<file path="src/rtl/data_mem_arbiter.sv">
// data_mem_arbiter: shares the single-port data memory between two requesters.
// Round-robin by default; define DMEM_ARB_FIXED_PRIO_EN to make requester 0 always win.
module data_mem_arbiter #(
  parameter int Bits    = 16,
  parameter int MemSize = 256
) (
  input  logic            clk,
  input  logic            rst_n,
  input  logic            req0,
  input  logic            we0,
  input  logic [Bits-1:0] addr0,
  input  logic [Bits-1:0] wdata0,
  output logic            ack0,
  output logic            err0,
  output logic [Bits-1:0] rdata0,
  input  logic            req1,
  input  logic            we1,
  input  logic [Bits-1:0] addr1,
  input  logic [Bits-1:0] wdata1,
  output logic            ack1,
  output logic            err1,
  output logic [Bits-1:0] rdata1,
  output logic [Bits-1:0] mem_access_addr,
  output logic [Bits-1:0] mem_write_data,
  output logic            mem_write_en,
  output logic            mem_read,
  input  logic [Bits-1:0] mem_read_data,
  output logic            busy
);

  typedef enum logic [1:0] {
    IDLE,
    ACCESS,
    RESP
  } state_t;

  localparam logic [Bits-1:0] Lim = Bits'(MemSize);

  state_t          state;
  state_t          state_nx;
  logic            sel;
  logic            err_q;
  logic            grant;
  logic            win;
  logic            win_we;
  logic            win_ok;
  logic [Bits-1:0] win_addr;
  logic [Bits-1:0] win_wdata;

`ifdef DMEM_ARB_FIXED_PRIO_EN
  assign win = ~req0;
`else
  logic last_grant;

  assign win = (req0 && req1) ? ~last_grant : ~req0;

  always_ff @(posedge clk or negedge rst_n) begin
    if (!rst_n) begin
      last_grant <= 1'b1;
    end else if (grant) begin
      last_grant <= win;
    end
  end
`endif

  assign grant     = (state == IDLE) && (req0 || req1);
  assign win_we    = win ? we1 : we0;
  assign win_addr  = win ? addr1 : addr0;
  assign win_wdata = win ? wdata1 : wdata0;
  assign win_ok    = win_addr < Lim;

  always_ff @(posedge clk or negedge rst_n) begin
    if (!rst_n) begin
      state <= IDLE;
    end else begin
      state <= state_nx;
    end
  end

  always_comb begin
    state_nx = state;
    unique case (state)
      IDLE:    if (req0 || req1) state_nx = ACCESS;
      ACCESS:  state_nx = RESP;
      RESP:    state_nx = IDLE;
      default: state_nx = IDLE;
    endcase
  end

  // Enables live for the ACCESS cycle only; addr/data hold until next grant.
  always_ff @(posedge clk or negedge rst_n) begin
    if (!rst_n) begin
      sel             <= 1'b0;
      err_q           <= 1'b0;
      mem_access_addr <= '0;
      mem_write_data  <= '0;
      mem_write_en    <= 1'b0;
      mem_read        <= 1'b0;
      rdata0          <= '0;
      rdata1          <= '0;
    end else begin
      if (grant) begin
        sel             <= win;
        err_q           <= ~win_ok;
        mem_access_addr <= win_addr;
        mem_write_data  <= win_wdata;
        mem_write_en    <= win_ok & win_we;
        mem_read        <= win_ok & ~win_we;
      end else begin
        mem_write_en <= 1'b0;
        mem_read     <= 1'b0;
      end
      if (mem_read && !sel) rdata0 <= mem_read_data;
      if (mem_read && sel)  rdata1 <= mem_read_data;
    end
  end

  assign ack0 = (state == RESP) && !sel;
  assign ack1 = (state == RESP) && sel;
  assign err0 = ack0 && err_q;
  assign err1 = ack1 && err_q;
  assign busy = state != IDLE;

endmodule

</file>
<file path="config.mk">
export PLATFORM = sky130hd
export DESIGN_NAME = data_mem_arbiter
export DESIGN_NICKNAME = d
export VERILOG_FILES = /design/src/rtl/data_mem_arbiter.sv
export SDC_FILE = /design/constraint.sdc
export NUM_CORES = 1
export LEC_CHECK = 0
export BUFFER_PORTS_ARGS = -buffer_cell sky130_fd_sc_hd__buf_2
export CAP_MARGIN = 30
export CORE_AREA = 2 2 85 87
export DETAILED_ROUTE_END_ITERATION = 8
export DIE_AREA = 0 0 87 89
export PLACE_DENSITY_LB_ADDON = 0.25
export SLEW_MARGIN = 20
export SYNTH_ARGS = -nofsm -noshare
export SYNTH_HDL_FRONTEND = slang
export SYNTH_SLANG_ARGS = --single-unit
</file>
<file path="constraint.sdc">
create_clock -name clk -period 2.3 [get_ports clk]
set_clock_uncertainty 0.2 [all_clocks]
set_input_delay 0.46 -clock clk [delete_from_list [all_inputs] [get_ports clk]]
set_output_delay 0.46 -clock clk [all_outputs]
set_load 0.01 [all_outputs]
</file>
* Word level (Yosys, flattened, before mapping)
Index checks and enable logic that the tools add are counted.
W data, S select, Z words.
** Operators by class
- Add/sub/neg operators :: 0
- Multipliers :: 0
- Divide/modulo/power cells :: 0
- Magnitude comparators :: 1
- Eq/ne operators :: 3
- Shift-type cells :: 0
- Multiplexer cells :: 8
- Bitwise gates (word level) :: 6
- Reductions and logical operators :: 12
** Operators with widths (number)
- $mux W16 :: 2
- $lt A16 B9 Y1 const B :: 1
- $logic_and A1 B1 Y1 :: 8
- $mux W1 :: 4
- $not A1 Y1 :: 4
- $pmux W2 S2 :: 1
- $and A1 B1 Y1 :: 2
- $eq A2 B1 Y1 const B :: 1
- $eq A2 B2 Y1 const B :: 1
- $logic_not A2 Y1 :: 1
- $mux W2 :: 1
- $ne A2 B1 Y1 const B :: 1
- $reduce_bool A2 Y1 :: 1
- $logic_not A1 Y1 :: 1
- $logic_or A1 B1 Y1 :: 1
** Word-level totals
- Register bits :: 71
- Bits in latches :: 0
- Bits in writable memories :: 0
- ROM bits :: 0
- Bits of input ports :: 86
- Output and inout bits :: 71
- Word-level logic and storage cells :: 40
- Memories :: 0

* Depth between registers and ports, before layout
Gate-level depths: netlist (run 1).
- Depth in word-level cells :: 6
- Gate-level depth with buffers :: 6

* Worst setup path before layout (run 1)
Ideal clock, no wire load.
- Path type :: input to register
- From :: input addr1[13]
- To :: register mem_read
- Setup time :: 0.066 ns
- Data arrival time :: 1.589 ns
- Data required time :: 2.034 ns
- Setup slack :: 0.445 ns
- Stages on the path :: 4
- Path buffers :: 0
- Cell sequence :: or4_1 -> a211o_1 -> a211oi_2 -> and2_1
** Between the ends
- Cells in the longest elaborated chain, start to end :: 4
** RTL lines
- start: declaration :: RTL line 18 : input logic [Bits-1:0] addr1,
- $mux W16 :: RTL line 68 : assign win_addr = win ? addr1 : addr0;
- $lt A16 B9 Y1 :: RTL line 70 : assign win_ok = win_addr < Lim;
- $and A1 B1 Y1 :: RTL line 108 : mem_read <= win_ok & ~win_we;
- $mux W1 :: RTL line 102 : if (grant) begin
- end signal: assignment :: RTL line 108
- end: declaration :: RTL line 26 : output logic mem_read,
No other way between the ends.
A chain may end at the register's enable or synchronous reset.

* Worst setup path in the final report (run 1)
- From :: register sel
- To :: output err0
** Between the ends
- Cells in the longest elaborated chain, start to end :: 3
** RTL lines
- start: declaration :: RTL line 41 : logic sel;
- start signal: assignment :: RTL line 103 : sel <= win;
- $logic_not A1 Y1 :: RTL line 118 : assign ack0 = (state == RESP) && !sel;
- $logic_and A1 B1 Y1 :: RTL line 118
- $logic_and A1 B1 Y1 :: RTL line 120 : assign err0 = ack0 && err_q;
- end: declaration :: RTL line 14 : output logic err0,
No other way between the ends.

==> results of run 1 <==
repair_timing:
action,in CTS,in global routing
hold buffers,1,0
setup endpoints to repair,0,0
hold endpoints to repair,15,0
buffers inserted,0,0
metal layers:
metal	GRT usage	part of all wire	vias up
met3	0.0508	0.089	14
met2	0.289	0.46	120
met1	0.222	0.43	1106
met4	0.0795	0.021	0
met5	0	0	-
li1	-	-	1174
power groups by stage:
stage | registers, uW | clock network [uW] | logic (uW)
2_1_floorplan | 1920 | 0 | 659
6_report | 1760 | 1080 | 1360
5_1_grt | 1810 | 1180 | 1520
4_1_cts | 1770 | 1110 | 1390
3_3_place_gp | 1770 | 0 | 1350
3_5_place_dp | 1780 | 0 | 1390
metrics by stage:
step | utilization | hold slack [ps] | cell area, um^2
4_1_cts | 0.614 | 148 | 4120
3_5_place_dp | 0.579 | 203 | 3890
3_3_place_gp | 0.579 | 197 | 3890
6_report | 0.614 | 163 | 4120
5_1_grt | 0.614 | 147 | 4120
2_1_floorplan | - | -35.6 | 3000
placed cells by master (no fill, tap or decap), drive strengths merged, types with 2 or more instances in the layout:
cell / Yosys / final
clkinvlp: 0 / 3
clkbuf: 5 / 9
bufinv: 0 / 2
a21oi: 31 / 31
a31oi: 2 / 2
mux2: 32 / 32
mux2i: 32 / 32
dfrtp: 70 / 70
nand2: 3 / 3
inv: 1 / 2
and2: 3 / 3
nor2b: 3 / 3
nor2: 37 / 37
buf: 10 / 162
synth_stat cells, drive strengths merged (2+ instances only):
| master | number | area share |
|---|---|---|
| mux2 | 32 | 0.12 |
| nor2 | 37 | 0.046 |
| clkbuf | 5 | 0.0063 |
| and2 | 3 | 0.0063 |
| buf | 10 | 0.017 |
| nand2 | 3 | 0.0038 |
| a21oi | 31 | 0.052 |
| dfrtp | 70 | 0.58 |
| mux2i | 32 | 0.11 |
| nor2b | 3 | 0.0063 |
| a31oi | 2 | 0.0042 |
kinds of logic (layout without fill, tap and decap cells):
kind of cell / Yosys count / count (layout)
AO/OA/AOI/OAI: 37 / 37
buffers and inverters: 16 / 180
flip-flops: 71 / 71
multiplexers: 64 / 64
AND/OR/NAND/NOR: 56 / 56
path summary, 6_finish.rpt:
path                                    from                  end  depth (start not counted)
max in group asynchronous              rst_n           last_grant                          3
min in group asynchronous              rst_n            rdata1[3]                          2
hold reg to reg                     state[1]             state[1]                          1
hold / removal             mem_read_data[13]           rdata1[13]                          2
setup reg to reg                    state[1]  mem_access_addr[11]                          5
setup / recovery                         sel                 err0                          3
registers in the layout (all words and copies together) (netlist names):
signal,count
mem_access_addr,16
mem_write_data,16
rdata0,16
rdata1,16
state,2
err_q,1
last_grant,1
mem_read,1
mem_write_en,1
sel,1
cell type report:
| class | instances | share of cell area |
|---|---|---|
| Timing Repair Buffer | 163 | 0.209 |
| Tap cell | 80 | 0.0243 |
| Multi-Input combinational cell | 157 | 0.281 |
| Sequential cell | 71 | 0.431 |
| Inverter | 1 | 0.000910 |
| Clock inverter | 7 | 0.0234 |
| Clock buffer | 9 | 0.0300 |
==> results.txt, run 1 <==
- The die covers 7740 um^2.
* Number of placed instances with taps included: 471
* H-tree Lvls: 3
- Of the total power, registers draw 0.419.
* RD Place Congestion: 0.763
* 1st-iter DRT viols: 65
* # IOs: 157
- Class of the tightest hold or removal check: primary input to flip-flop
- Register cell area after layout: 1780 um^2
- Headroom to the max-slew limit came out at 0.666.
- After the last flow step, the layout net total stands at 489.
- The total overflow left after global routing is 0.
- Setup violation total in the final timing report: 0
* Synthesized flop and latch total: 71
* Routed wire per std cell: 13.6 um
- The final-report max-slew violation count was 0.
* Unrepaired setup endpoints after global routing: false
- Floorplan core area: 6720 um^2
- # Max-Cap Violations: 0
- Crit end category: output port
- At the pin with the least slew margin, the transition time is 497 ps.
- Detailed-route via count: 2414
* Pre-CTS WS: 205 ps
- Area of the multi-input gates: 1160 um^2
- Mux share of post-synthesis cell area: 0.227
* Die Span X: 87 um
- For this run, the total global-route usage over all layers was measured as 0.178.
- The root buffer cell chosen for the clock tree is sky130_fd_sc_hd__clkbuf_8.
- Of the total power, the share spent switching nets is 0.338.
- Final wirelength: 6640 um
* Antenna violations before repair: 0
- For this design, the sink count on the clock tree is 71.
* Critical path data required time: 1640 ps
- Worst setup slack after layout: 330 ps
* Number of core rows: 30
* Number of search-and-repair iterations in the first detailed-routing pass: 4
- Post-synthesis share of cell area spent on and, or, nand and nor gates: 0.0876
- Yosys printed 0 warnings.
- Post-Syn Area per Cell: 12.3 um^2
* Filler Cells Inserted: 585
- First-pass GRT wire length: 10600 um
- In this run the remaining antenna-violating nets after routing total 0.
* Most used flip-flop cell after synthesis: sky130_fd_sc_hd__dfrtp_1
- After routing, the total negative slack on setup checks comes to 0 ps.
* Fraction of the mapped netlist area in adder cells: 0
- Of all nets on the critical path, the largest fanout is 5.
- The slowest stage of the critical path is the sky130_fd_sc_hd__dfrtp_1 cell.
- Cell breakdown of the critical path: nor3b_1, and2_1, buf_2
- N_diodes: 0
* Launching element type of the critical path: flip-flop
- Arrival time of the worst setup path: 1310 ps
- Effective utilization at floorplan: 0.447
- Final number of hold-violating endpoints: 0
- Counting both buffers and inverters, the worst setup path holds a total of 1.
* Cell area after technology mapping: 3000 um^2
- Count of mapped cells out of synthesis: 244
- The synthesized netlist contains 27 unique library cells.
- Vias per std cell: 4.95
* Post-synthesis compound-gate area fraction: 0.0688
* Setup slack, reg-to-reg: 550 ps
- Entering global routing, the biggest net connects 57 pins.
* Total power after layout: 4210 uW
* Sequential area share after synthesis: 0.593
* Psw: 1420 uW
- After layout, the minimum clock period comes to 1970 ps.
- Number of buffers added by the clock tree synthesis step: 9
- Maximum frequency from static timing analysis: 508 MHz
* Layout cell share with drive strength beyond 1: 0.527
- Cell internal power was estimated by the tool at 2780 uW.
- Post-synthesis net count: 330
- The setup path with the least slack is of type flip-flop to output port.
* Overall die height: 89 um
- During placement, the flow inserted port buffers numbering 156.
- Remaining DRCs: 0
- Clock tree from TritonCTS: built
- IR analysis of the VDD net gives a maximum drop of 0.547 mV.
- Of the total power, combinational logic draws 0.324.
- Number of enable-type register cells in the synthesized netlist: 0
- For this design the static power due to leakage is 0.00217 uW.
- Dividing the final minimum period by the clock period gives 0.856.
* Finished Layout Cells: 488
- Of the total power, the clock network draws 0.257.
- In this design, the largest share of critical-path delay is due to simple AND/OR/NAND/NOR gates.
- Of the total synthesized cell area, the portion taken by XOR and XNOR cells is 0.
- PostCTS Resize Cnt: 0
* Clock network latency to the later pin of the worst-skew pair: 330 ps
- HPWL after detailed placement: 5060 um
* Area delta synth->final: 37.4%
- Status: complete, no violations
* Slowest stage delay, CP: 430 ps
* Number of global-route vias before repair: 2264
* Proportion of synthesized flip-flops having asynchronous set or reset: 1.00
* Clk pin slew, worst setup/hold paths: 80 ps
- In this run the power density over the cells is 1020 nW/um^2.
- Main combinational cell family by area after synthesis: multiplexers
* CTS Buffer Depth: 2
Note: power is estimated with default switching activity, not from simulation.
==> inputs of run 2 (changes only) <==
--- a/config.mk
+++ b/config.mk
@@ -7,9 +7,11 @@
 export LEC_CHECK = 0
 export BUFFER_PORTS_ARGS = -buffer_cell sky130_fd_sc_hd__buf_2
 export CAP_MARGIN = 30
-export CORE_AREA = 2 2 85 87
+export CELL_PAD_IN_SITES_DETAIL_PLACEMENT = 0
+export CELL_PAD_IN_SITES_GLOBAL_PLACEMENT = 2
+export CORE_AREA = 2 2 109 111
 export DETAILED_ROUTE_END_ITERATION = 8
-export DIE_AREA = 0 0 87 89
+export DIE_AREA = 0 0 111 113
 export PLACE_DENSITY_LB_ADDON = 0.25
 export SLEW_MARGIN = 20
 export SYNTH_ARGS = -nofsm -noshare
==> run 2 against run 1 <==
Effect of this change:
- final cell count rose by 13%
- setup slack improved by 81 ps
- largest cell class unchanged
- clock-buffer cell count did not move
- via count fell by 0.75%
- combinational power barely moved
- utilization fell by 23 points
==> results.txt, run 2 (synthesis results as in run 1) <==
- By startpoint and endpoint, the worst setup path is classified as flip-flop to output port.
- Setup TNS after final layout: 0 ps
- In this run the worst hold path is classified as primary input to flip-flop.
- The floorplan step set the die height to 113 um.
- Relative to the synthesized area, the layout overhead comes to 44.2%.
* Portion of the clock cycle consumed by the worst path in the final layout: 0.821
- Commonest non-fill, non-tap cells in the layout: sky130_fd_sc_hd__buf_2, sky130_fd_sc_hd__dfrtp_1, sky130_fd_sc_hd__nor2_1
- In this run the number of H-tree levels came out at 3.
- The number of global-route vias before repair is 2509.
- Counting cells, the worst reg-to-reg path comes to 5.
- RD Place Congestion: 0.700
- Critical path data required time: 1640 ps
- Number of buffers added by the clock tree synthesis step: 9
- Buffers placed on the I/O ports in this run total 156.
- The number of gates resized after CTS was 0.
- Measured on the finished design, the core utilization comes to 0.384.
- Setup slack, reg-to-reg: 560 ps
- Vias per std cell: 4.34
- TritonCTS built the clock tree.
- Crit end category: output port
* Clk pin slew, worst setup/hold paths: 60 ps
* Filler Cells Inserted: 1152
- In the final layout, the share of cells above drive strength 1 is 0.528.
- Detailed-route via count: 2396
- In this run the critical register-to-register path is captured at mem_write_data[15].
- Data on the critical path arrives at its endpoint at 1230 ps.
- STA classifies the critical path startpoint as a flip-flop.
- The library cell used most frequently in the layout, excluding fill and tap cells, is sky130_fd_sc_hd__buf_2.
- Die area: 12500 um^2
- Maximum number of pins on one net before global-route repair: 43
* Fin Hold WS: 181 ps
- In the routed design, unresolved DRC markers number 0.
- Time the final worst path needs with I/O delays and setup: 1890 ps
- PwrDens: 1090 nW/um^2
- The first TritonRoute pass finished after 4 iterations.
- 0 antenna diodes ended up in the layout.
- 1st-iter DRT viols: 64
* Clock network latency to the later pin of the worst-skew pair: 320 ps
* End of the worst hold path: rdata0[11]
* VDD IR max: 0.412 mV
* Post-CTS Setup Bufs: 0
- Routed wire per std cell: 14.2 um
- The tool flagged a number of max-cap violations equal to 0.
- Status: complete, no violations
* Static leakage: 0.00223 uW
* # IOs: 157
* Unrepaired setup endpoints after global routing: false
- For the pin with the worst max-slew slack, the measured transition is 464 ps.
- Maximum frequency from static timing analysis: 529 MHz
* Total number of nets in the final design: 490
- For this run the aggregate overflow at the end of global routing stands at 0.
- Along the worst hold path, the cell count comes to 2.
- Final slew viol count: 0
- Setup violation total in the final timing report: 0
* Final wirelength: 7820 um
- Once detailed placement completed, the half-perimeter wirelength came to 5850 um.
- Number of core rows: 39
- Register cell area after layout: 1780 um^2
- In this run the clock root is driven by a sky130_fd_sc_hd__clkbuf_16.
- The initial antenna violation count is 1.
* Critical Path Fanout Max: 5
- In the final layout, the multi-input gates occupy 1160 um^2.
- In the global route stage, overall resource usage came out at 0.128.
* Floorplan core area: 11300 um^2
* Die Span X: 111 um
- First-pass GRT wire length: 12600 um
- CTS Buffer Depth: 2
* Effective utilization at floorplan: 0.266
* Total power after layout: 4730 uW
- Number of clock sinks: 71
- In this run the remaining antenna-violating nets after routing total 0.
- In this run the tightest slew margin relative to its limit is 0.691.
- The number of hold-slack violations in the final timing report is 0.
* Worst hold path startpoint: mem_read_data[11]
* Startpoint of the most critical register-to-register path: last_grant
==> run 2: cell types whose count changed in the layout (fill, tap and decap cells not counted), moves of 3 or more <==
cell / before / now
sky130_fd_sc_hd__clkbuf_16: 0 / 9
sky130_fd_sc_hd__clkbuf_8: 9 / 0
sky130_fd_sc_hd__buf_4: 4 / 7
sky130_fd_sc_hd__clkinv_4: 0 / 3
sky130_fd_sc_hd__clkinvlp_4: 3 / 0
==> run 2: per-layer routing <==
layer | track usage | wire, um | part of all wire | up-vias
met5 | 0 | 13 | 0.0017 | -
li1 | - | - | - | 1169
met1 | 0.166 | 3620 | 0.46 | 1102
met3 | 0.0482 | 756 | 0.097 | 10
met2 | 0.194 | 3340 | 0.43 | 113
met4 | 0.0500 | 87 | 0.011 | 2
==> run 2: through the flow <==
step | std cells | area, um^2 | worst slack (ps)
CTS | 552 | 4330 | 374
global route | 552 | 4330 | 299
detailed placement | 535 | 3970 | 221
floorplan | 244 | 3000 | 445
global placement | 535 | 3970 | 224
finish | 552 | 4330 | 411
==> run 2: timing repair <==
| action | CTS | global route |
|---|---|---|
| hold buffers | 1 | 0 |
| endpoints found under the setup margin | 0 | 0 |
| endpoints found under the hold margin | 14 | 0 |
==> run 2: critical path, stage by stage (launching register included) <==
cell,delay (ps)
sky130_fd_sc_hd__dfrtp_1,410
sky130_fd_sc_hd__nor3b_1,220
sky130_fd_sc_hd__and2_1,150
sky130_fd_sc_hd__buf_2,120
==> run 2: power by group <==
group	internal [uW]	total, uW	leakage [uW]	switching, uW
Combinational	587	1380	0.00122	789
Clock	1060	1600	0.000170	533
Sequential	1590	1760	0.000845	176
==> run 2: final cells by class <==
| cell class | count | share of cell area |
|---|---|---|
| clock buffer | 9 | 0.0521 |
| clock inverter | 7 | 0.0281 |
| inverter | 1 | 0.000868 |
| multi-input combinational | 157 | 0.268 |
| sequential | 71 | 0.411 |
| tap | 143 | 0.0414 |
| timing repair buffer | 164 | 0.198 |
==> run 2: worst max-delay path by stage <==
stage               from        to  slack, ps
6_report             sel      err0        410
5_1_grt              sel      err0        300
4_1_cts              sel      err0        370
3_5_place_dp   addr1[13]  mem_read        220
3_3_place_gp   addr1[13]  mem_read        220
2_1_floorplan  addr1[13]  mem_read        450
==> inputs of run 3 (changes only) <==
--- a/config.mk
+++ b/config.mk
@@ -9,9 +9,9 @@
 export CAP_MARGIN = 30
 export CELL_PAD_IN_SITES_DETAIL_PLACEMENT = 0
 export CELL_PAD_IN_SITES_GLOBAL_PLACEMENT = 2
-export CORE_AREA = 2 2 109 111
+export CORE_AREA = 2 2 115 117
 export DETAILED_ROUTE_END_ITERATION = 8
-export DIE_AREA = 0 0 111 113
+export DIE_AREA = 0 0 117 119
 export PLACE_DENSITY_LB_ADDON = 0.25
 export SLEW_MARGIN = 20
 export SYNTH_ARGS = -nofsm -noshare
==> constraint.sdc (replaced) <==
create_clock -name clk -period 1.5 [get_ports clk]
set_clock_uncertainty 0.2 [all_clocks]
set_input_delay 0.3 -clock clk [delete_from_list [all_inputs] [get_ports clk]]
set_output_delay 0.3 -clock clk [all_outputs]
set_load 0.01 [all_outputs]
==> run 3 against run 2 <==
Effect of this change:
- the run now ends with negative setup slack left
- via count increased by 10%
- sequential power increased by 60%
- utilization increased by 2.5 points
- global-route usage increased by 0.95 points
- first-iteration DRC count increased by 6.3%
- clock-buffer cell count increased by 4
- power increased by 88%
- clock power increased by 38%
- combinational power increased to 2.8 times the previous value
- register-to-register slack got worse by 790 ps
- critical endpoint is now mem_write_data[11]
- highest routed layer is now met4
==> results.txt, run 3 (synthesis results as in run 1) <==
- Status: complete, but fails checks
- The checks that failed: negative setup slack.
- # IOs: 157
- Post-layout instance area: 5260 um^2
- Max-cap violations in this run came to 0.
- Leaving out fill and tap cells, the most frequent cell in the layout is sky130_fd_sc_hd__buf_2.
- Once detailed placement completed, the half-perimeter wirelength came to 6160 um.
- PwrDens: 1690 nW/um^2
- Class of the tightest hold or removal check: primary input to flip-flop
- Delay-heaviest family, CP: buffers and inverters
- Die Span X: 117 um
- Remaining DRCs: 0
- Measured along the y axis, the die boundary spans 119 um.
* CTS Buffer Depth: 2
- The die covers 13900 um^2.
- Maximum frequency from static timing analysis: 579 MHz
- At the end of routability-driven placement, the weighted congestion stood at 0.759.
- The number of buffers and inverters on the critical path is 4.
* Register cell area after layout: 1780 um^2
* Clock network latency to the later pin of the worst-skew pair: 330 ps
* Area of the multi-input gates: 1560 um^2
* Layout cell share with drive strength beyond 1: 0.680
* H-tree Lvls: 3
* Commonest non-fill, non-tap cells in the layout: sky130_fd_sc_hd__buf_2, sky130_fd_sc_hd__dfrtp_1, sky130_fd_sc_hd__mux2_4
- The first global-routing pass estimated 14300 um of wire.
* Unrepaired setup endpoints after global routing: true
- Setup violations remaining at the end of the flow were counted as 72.
- Data on the critical path is required at its endpoint by 1560 ps.
- STA classifies the critical path endpoint as a flip-flop.
- Slowest stage delay, CP: 400 ps
* Setup TNS after final layout: -7380 ps
* Antenna-violating nets left: 0
- Arrival time of the worst setup path: 1790 ps
* Clk pin slew, worst setup/hold paths: 50 ps
* Total power after layout: 8880 uW
- Slowest cell on crit path: sky130_fd_sc_hd__dfrtp_1
- The number of hold-slack violations in the final timing report came to 0.
- Floorplan core area: 12900 um^2
- Port Buf Inserts: 156
- Final core utilization: 0.409
- Across the VDD grid, the largest voltage drop is 0.651 mV.
* Maximum number of pins on one net before global-route repair: 33
- Across all layers, the routed design uses 2644 vias.
- For this run the aggregate overflow at the end of global routing stands at 0.
- After detailed routing, the number of vias per cell comes to 4.29.
- Summed over all cells, the static leakage comes to 0.00260 uW.
* Routed wire per std cell: 15.8 um
- The tree is rooted in a sky130_fd_sc_hd__clkbuf_16.
* Pre-CTS WS: -372 ps
- 1st-iter DRT viols: 68
* Final slew viol count: 0
* Number of clock sinks: 71
- Number of core rows: 42
- The area growth from synthesis to layout is 75.3%.
- For this configuration, the core starts out at a cell density of 0.233.
- In the global route stage, overall resource usage came out at 0.137.
* Time the final worst path needs with I/O delays and setup: 1730 ps
* Number of search-and-repair iterations in the first detailed-routing pass: 4
- Across all setup checks in the final design, the least slack found is -228 ps.
- Portion of the clock cycle consumed by the worst path in the final layout: 1.15
* Number of buffers added by the clock tree synthesis step: 9
- Actual transition at the worst max-transition pin: 323 ps
- Clock tree from TritonCTS: built
* Category of the most critical setup path: flip-flop to flip-flop
- Relative slew slack: 0.785
- The number of global-route vias before repair is 2633.
* Antenna violations before repair: 0
- After filler insertion, the fill cell instance count of the layout stands at 1257.
- After the last flow step, the layout net total stands at 521.
- Launching element type of the critical path: flip-flop
- Cell breakdown of the critical path: or2_4, buf_6, nor2_4, buf_12, buf_12, clkbuf_16, nor2_4, a21oi_2
- The repair_antennas step left the layout with diodes totalling 0.
- In this run the worst path has a maximum fanout of 5.
- Final wirelength: 9750 um
* Placed standard-cell area: 4160 um^2
## run 3: changes by cell type in the layout (fill, tap and decap cells not counted), moves of 5 or more
cell	change
sky130_fd_sc_hd__buf_4	+7
sky130_fd_sc_hd__a21oi_1	-24
sky130_fd_sc_hd__a21oi_2	+24
sky130_fd_sc_hd__mux2_2	-32
sky130_fd_sc_hd__mux2_4	+32
sky130_fd_sc_hd__buf_12	+12
sky130_fd_sc_hd__nor2_2	+7
sky130_fd_sc_hd__clkbuf_16	+5
sky130_fd_sc_hd__nor2_4	+13
sky130_fd_sc_hd__buf_6	+9
sky130_fd_sc_hd__nor2_1	-20
## run 3: final cells by class
class / count / share of cell area
well taps: 176 / 0.0419
clock buffers: 13 / 0.0514
inverters: 1 / 0.000714
flip-flops and latches: 71 / 0.338
multi-input cells: 157 / 0.296
clock inverters: 3 / 0.00761
repair buffers: 195 / 0.264
## run 3: timing repair
action	CTS	global route
pin swaps	7	7
setup endpoints to repair	58	74
hold buffers	1	0
setup buffers	8	7
hold endpoints to repair	70	0
cloned	6	4
resized for setup	49	77
## run 3: stage by stage
| stage | instances | hold slack [ps] |
|---|---|---|
| final | 616 | 17.4 |
| after global routing | 616 | 14.3 |
| after CTS | 610 | 3.21 |
| after detailed placement | 579 | 7.50 |
| after global placement | 579 | 4.62 |
| after floorplan | 244 | -196 |
## run 3: routing by layer
metal,up-vias,global-route usage,share of wire
met4,0,0.0596,0.017
met5,-,0,0
li1,1238,-,-
met1,1271,0.191,0.46
met2,123,0.199,0.44
met3,12,0.0377,0.075
## run 3: report_power, final
group	switching, uW	internal, uW	leakage [uW]
Combinational	1840	2030	0.00160
Clock	785	1420	0.000156
Sequential	369	2440	0.000843
## run 3: final timing paths
kind | from | cells past startpoint | endpoint | slack, ps
worst max-delay path | state[1] | 8 | mem_write_data[11] | -230
worst min-delay path | mem_read_data[14] | 2 | rdata0[14] | 20
worst max register to register | state[1] | 8 | mem_write_data[11] | -230
worst min register to register | state[1] | 1 | state[1] | 270
max in group asynchronous | rst_n | 3 | last_grant | 400
min in group asynchronous | rst_n | 2 | rdata0[0] | 200
